$ cat config.mk
export PLATFORM = sky130hd
export DESIGN_NAME = des_sbox_seq
export DESIGN_NICKNAME = d
export VERILOG_FILES = /design/src/rtl/des_sbox_seq.sv
export SDC_FILE = /design/constraint.sdc
export NUM_CORES = 1
export LEC_CHECK = 0
export CAP_MARGIN = 40
export CORE_MARGIN = 3
export CORE_UTILIZATION = 46
export DETAILED_ROUTE_END_ITERATION = 8
export PLACE_DENSITY = 0.82
export SYNTH_ARGS = -nofsm -noshare
export SYNTH_HDL_FRONTEND = slang
export SYNTH_SLANG_ARGS = --single-unit
$ cat constraint.sdc
create_clock -name clk -period 6.1 [get_ports clk]
set_input_delay 0.61 -clock clk [delete_from_list [all_inputs] [get_ports clk]]
set_output_delay 0.61 -clock clk [all_outputs]
set_load 0.005 [all_outputs]
$ cat src/rtl/des_sbox_seq.sv
// des_sbox_seq: DES S-box sequencer issuing eight 6-bit chunks through one shared lookup port.
// Define DES_SBOX_SEQ_REG_EN to register sb_sel/sb_in; bit n-1 of each vector is DES bit 1.
module des_sbox_seq #(
  parameter bit ORDER = 1'b0
) (
  input  logic        clk,
  input  logic        rst_n,
  input  logic        in_valid,
  output logic        in_ready,
  input  logic [47:0] in_data,
  output logic        out_valid,
  input  logic        out_ready,
  output logic [31:0] out_data,
  output logic [2:0]  sb_sel,
  output logic [5:0]  sb_in,
  input  logic [3:0]  sb_out,
  output logic        busy
);
  typedef enum logic [1:0] {IDLE, RUN, DONE} state_t;
  state_t state, nxt;
  logic [2:0] cnt, cap_idx, last;
  logic [47:0] data_q, shd;
  logic [31:0] res, res_n;
  logic cap;
  assign last = {3{~ORDER}};
`ifdef DES_SBOX_SEQ_REG_EN
  logic [2:0] icnt, ix, sel_d;
  logic iss, iss_d, issue;
  // the first chunk is addressed straight from in_data on the accept edge
  assign icnt = state == IDLE ? 3'd0 : cnt;
  assign ix = ORDER ? ~icnt : icnt;
  assign shd = (state == IDLE ? in_data : data_q) << (6 * ix);
  assign issue = state == IDLE ? in_valid : state == RUN && iss && cnt != 3'd0;
  assign cap = state == RUN && iss_d;
  assign cap_idx = sel_d;
  always_ff @(posedge clk) begin
    if (!rst_n) begin
      sb_sel <= 3'd0;
      sb_in <= 6'd0;
      iss <= 1'b0;
      iss_d <= 1'b0;
      sel_d <= 3'd0;
      cnt <= 3'd0;
    end else begin
      sb_sel <= issue ? ix : 3'd0;
      sb_in <= issue ? shd[47:42] : 6'd0;
      iss <= issue;
      iss_d <= iss;
      sel_d <= sb_sel;
      if (issue) cnt <= icnt + 3'd1;
    end
  end
`else
  logic [2:0] idx;
  assign idx = ORDER ? ~cnt : cnt;
  assign shd = data_q << (6 * idx);
  assign sb_sel = state == RUN ? idx : 3'd0;
  assign sb_in = state == RUN ? shd[47:42] : 6'd0;
  assign cap = state == RUN;
  assign cap_idx = idx;
  always_ff @(posedge clk) begin
    if (!rst_n) cnt <= 3'd0;
    else cnt <= state == RUN ? cnt + 3'd1 : 3'd0;
  end
`endif
  always_comb begin
    res_n = res;
    for (int k = 0; k < 8; k++)
      if (cap && cap_idx == 3'(k)) res_n[31-4*k -: 4] = sb_out;
  end
  always_comb
    nxt = state == IDLE ? (in_valid ? RUN : IDLE)
        : state == RUN ? (cap && cap_idx == last ? DONE : RUN)
        : (out_ready ? IDLE : DONE);
  always_ff @(posedge clk) begin
    if (!rst_n) begin
      state <= IDLE;
      in_ready <= 1'b1;
      out_valid <= 1'b0;
      busy <= 1'b0;
      data_q <= '0;
      res <= '0;
      out_data <= '0;
    end else begin
      state <= nxt;
      in_ready <= nxt == IDLE;
      out_valid <= nxt == DONE;
      busy <= nxt != IDLE;
      res <= res_n;
      if (state == IDLE && in_valid) data_q <= in_data;
      if (state == RUN && nxt == DONE) out_data <= res_n;
    end
  end
endmodule
Word level (Yosys, flattened, before mapping)
Cells that the tools add are included.
{"block": "word_totals", "reg_bits": 120, "latch_bits": 0, "mem_bits_rw": 0, "romBits": 0, "input_bits": 56, "output_inout_bits": 44, "memories": 0}
{"block": "classes", "n_addsub": 1, "n_mul": 1, "div_mod_pow": 0, "order_cmp": 0, "n_eq_ne": 9, "shifts": 1, "mux": 15, "n_bitwise": 0, "reduce_logical": 15}
{"op": "<< shifter 48 x 6 -> 48 bit", "count": 1}
{"op": "2-to-1 mux 4 bit", "count": 8}
{"op": "equality test 3 bit (second input constant)", "count": 4}
{"op": "logical AND 1 bit", "count": 10}
{"op": "2-to-1 mux 2 bit", "count": 4}
{"op": "equality test 3 x 2 -> 1 bit (second input constant)", "count": 2}
{"op": "2-to-1 mux 6 bit", "count": 1}
{"op": "multiplier 2 x 3 -> 5 bit (first input constant)", "count": 1}
{"op": "zero test 2 bit", "count": 2}
{"op": "adder 3 x 1 -> 3 bit (second input constant)", "count": 1}
{"op": "equality test 3 x 1 -> 1 bit (second input constant)", "count": 1}
{"op": "zero test 3 bit", "count": 1}
{"op": "2-to-1 mux 3 bit", "count": 1}
{"op": "equality test 2 x 1 -> 1 bit (second input constant)", "count": 1}
{"op": "equality test 2 bit (second input constant)", "count": 1}
{"op": "AND reduction 2 bit", "count": 1}
{"op": "nonzero test 2 bit", "count": 1}
{"op": "2-to-1 mux 1 bit", "count": 1}

Longest topological paths before layout
{"block": "depth", "word_depth": 7, "ltp_mapped": 11, "ltp_nobuf": 7}

Worst setup path before layout
Ideal clock, no wire load.
{"block": "synth_path", "path_type": "reg-to-output", "start": "register cnt[0], in the netlist cap_idx[0]", "end": "output sb_in[3]", "arrival_time_ps": 2548, "t_required_ps": 5490, "setup_slack_ps": 2942, "stages_incl_launch_ff": 11, "path_cell_list": "dfxtp_1 > buf_2 > clkinv_1 > buf_1 > ha_1 > buf_2 > buf_2 > mux4_1 > nand2_1 > a21oi_1 > or3_1"}
{"block": "synth_via", "elab_chain_len": 3}
{"element": "start: declaration", "line": "21", "source": "logic [2:0] cnt, cap_idx, last;"}
{"element": "start signal: assignment", "line": "63", "source": "else cnt <= state == RUN ? cnt + 3'd1 : 3'd0;"}
{"element": "multiplier 2 x 3 -> 5 bit", "line": "56", "source": "assign shd = data_q << (6 * idx);"}
{"element": "<< shifter 48 x 6 -> 48 bit", "line": "56"}
{"element": "2-to-1 mux 6 bit", "line": "58", "source": "assign sb_in = state == RUN ? shd[47:42] : 6'd0;"}
{"element": "end: declaration", "line": "15", "source": "output logic [5:0] sb_in,"}
Every way passes these cells.

Worst setup path after layout
{"block": "layout_path", "start": "register cnt[0], in the netlist cap_idx[0]", "end": "output sb_in[5]"}
The elaborated chain is that of the path after synthesis.

==> results.py <==
metrics = {
    "die": {
        "start_util_pct": 47.52,
        "coreArea_um2": 10940,
        "die-area_um2": 12610,
        "die_width_um": 112.3,
        "io_pins": 100,
        "fp-row-count": 38,
        "die_y_um": 112.3,
    },
    "yosys": {
        "ys_warn_count": 0,
        "ys_ff_latch": 116,
        "ys_async_sr_fraction_pct": 0,
        "syn_area_per_cell_um2": 9.230,
        "synth_edf_count": 0,
        "synth_area_um2": 5196,
        "yosysSeqAreaShare_pct": 44.69,
        "synthesis.nets": 628,
        "synth.distinct_cells": 37,
        "synth_ff_type": "dfxtp_1",
        "netlist_instances": 563,
    },
    "clocking": {
        "cts_buffer_depth": 2,
        "cts_hold_buffers": 0,
        "post_cts_buffers": 0,
        "cts_tree": "done",
        "cts_buffers": 17,
        "cts_resized": 0,
        "cts.clk_slew.worst_paths_ps": 50,
        "cts_root_buffer": "clkbuf_16",
        "htreeDepth": 4,
        "clk_latency_ps": 410,
        "cts.sinks": 116,
    },
    "grt": {
        "grt_pass1_wl_mm": 22.13,
        "gr-total-overflow": 0,
        "antenna_found_initial": 0,
        "grt_max_degree": 68,
        "track_usage_pct": 22.18,
        "grt_pass1_vias": 4445,
    },
    "placement": {
        "place.gp.congestion": 0.8744,
        "io_buffers": 99,
        "hpwl_mm": 9.300,
    },
    "final_layout": {
        "nNetsFinal": 707,
        "fillers": 904,
        "syn2layout_area_growth_pct": 33.37,
        "layout_common_cells": "nand2_1 (120), dfxtp_1 (116), clkdlybuf4s50_1 (99)",
        "drive_above_1_share_pct": 9.466,
        "final_common_cell": "nand2_1",
        "fin_util_pct": 63.38,
        "n_antenna_cell": 0,
    },
    "detailed_routing": {
        "post_drt_wl_per_cell_um": 16.93,
        "routed_wl_mm": 13.46,
        "first_pass_iters": 4,
        "vias_per_cell": 5.496,
        "drtIter0Drc": 303,
        "num_vias": 4369,
        "drc": 0,
        "drt.antenna.violating_nets": 0,
    },
    "sta": {
        "fmax_ghz": 0.1958,
        "fin_setup_tns_ps": 0,
        "post-route-min-period_ps": 5108,
        "holdWs_ps": 461.4,
        "setup_viol": 0,
        "tightest_slew_ps": 863.1,
        "finalClockSkew_ps": 7.358,
        "fin_crit_sh_pct": 83.73,
        "hold_viol_final": 0,
        "rsz0062_at_grt": "false",
        "maxSlewViolCount": 0,
        "slew_headroom_pct": 42.38,
    },
    "worst_setup_path": {
        "criticalPathCategory": "reg -> out",
        "setup.worst_path.start_class": "register",
        "crit_fanout": 20,
        "cp.required_ps": 5490,
        "crit_arrival_ps": 4500,
        "endpoint_kind": "primary output",
    },
    "power": {
        "powerDensity_nw_per_um2": 305.0,
        "p_leak_nw": 2.708,
        "irDropWorstVdd_uv": 251.4,
    },
    "run_status": {
        "status": "complete, no violations",
    },
    "job": {
        "cap_violations": 0,
    },
    "min_path": {
        "hp-class": "reg -> reg",
    },
}
[kinds of logic after synthesis]
logic type | Yosys count | share of synthesized area [%]
compound gates | 101 | 11.77
fa+ha+maj | 9 | 2.312
simple gates | 212 | 16.25
xor+xnor | 2 | 0.3372
buf+inv | 55 | 4.816
mux | 68 | 19.82
flops | 116 | 44.69
[registers in the layout, indices dropped and copies added, names as in the netlist]
| signal | count |
|---|---|
| cap_idx | 3 |
| busy | 1 |
| state | 2 |
| res | 28 |
| out_valid | 1 |
| out_data | 32 |
| in_ready | 1 |
| data_q | 48 |
[Yosys cell counts, types with 3 or more instances]
cell type / number / share of area, %
nand2_1: 120 / 8.7
dfxtp_1: 116 / 45
nor2_1: 68 / 4.9
a21oi_1: 59 / 5.7
mux2i_1: 38 / 7.3
clkbuf_1: 31 / 2.2
a211oi_1: 28 / 4.0
mux4_2: 13 / 5.6
buf_2: 11 / 1.1
mux4_1: 11 / 5.6
ha_1: 8 / 1.9
mux2_2: 6 / 1.3
nand3_1: 6 / 0.58
inv_1: 5 / 0.36
and3_1: 4 / 0.48
buf_6: 4 / 0.87
nor2b_1: 4 / 0.48
nor3_1: 3 / 0.29
or3_1: 3 / 0.36
[stage by stage]
step / instance area, µm² / instances / setup WS, ps / power, W
2_1_floorplan: 5196 / 563 / 2942 / 0.0009185
3_3_place_gp: 6177 / 759 / 1398 / 0.0009823
3_5_place_dp: 6251 / 763 / 1445 / 0.0009914
4_1_cts: 6930 / 795 / 990.3 / 0.002126
5_1_grt: 6930 / 795 / 706.3 / 0.002182
6_report: 6930 / 795 / 992.2 / 0.002114
[layout make-up]
type / instances / area [µm²] / share of cell area [%]
clock inverters: 15 / 254.0 / 3.665
inverters: 7 / 26.28 / 0.3791
repair buffers: 108 / 1102 / 15.91
well taps: 140 / 175.2 / 2.528
flip-flops and latches: 116 / 2322 / 33.51
multi-input cells: 392 / 2625 / 37.88
clock buffers: 17 / 425.4 / 6.138
[worst max-delay path: stages (launching register included)]
cell,delay (ps)
dfxtp_1,880
ha_1,360
inv_1,80
fa_1,830
buf_6,240
mux4_1,550
mux2_2,290
a22oi_1,240
o22ai_1,130
clkdlybuf4s50_1,460
[final timing paths]
path                                start                        end  slack, ps  cells after the start
setup reg to reg    cap_idx[0]$_SDFF_PN0_  out_data[11]$_SDFFE_PN0P_       3480                      6
hold reg to reg   data_q[42]$_SDFFE_PN0P_    data_q[42]$_SDFFE_PN0P_        460                      2
setup / recovery    cap_idx[0]$_SDFF_PN0_                   sb_in[5]        990                      9
hold / removal    data_q[42]$_SDFFE_PN0P_    data_q[42]$_SDFFE_PN0P_        460                      2
[routing by layer]
| layer | share of wire, % | GRT usage, % | up-vias |
|---|---|---|---|
| met5 | 0 | 0 | - |
| met4 | 1.5 | 7.933 | 0 |
| met3 | 7.4 | 8.571 | 22 |
| met2 | 51 | 37.98 | 164 |
| met1 | 40 | 25.25 | 2075 |
| li1 | - | - | 2108 |
[power by group]
part	total (W)	internal [W]	switching, W
logic	0.000172	0.0000906	0.0000812
registers	0.000805	0.000782	0.0000234
clock network	0.00114	0.000770	0.000367
(Power assumes the default switching activity.)
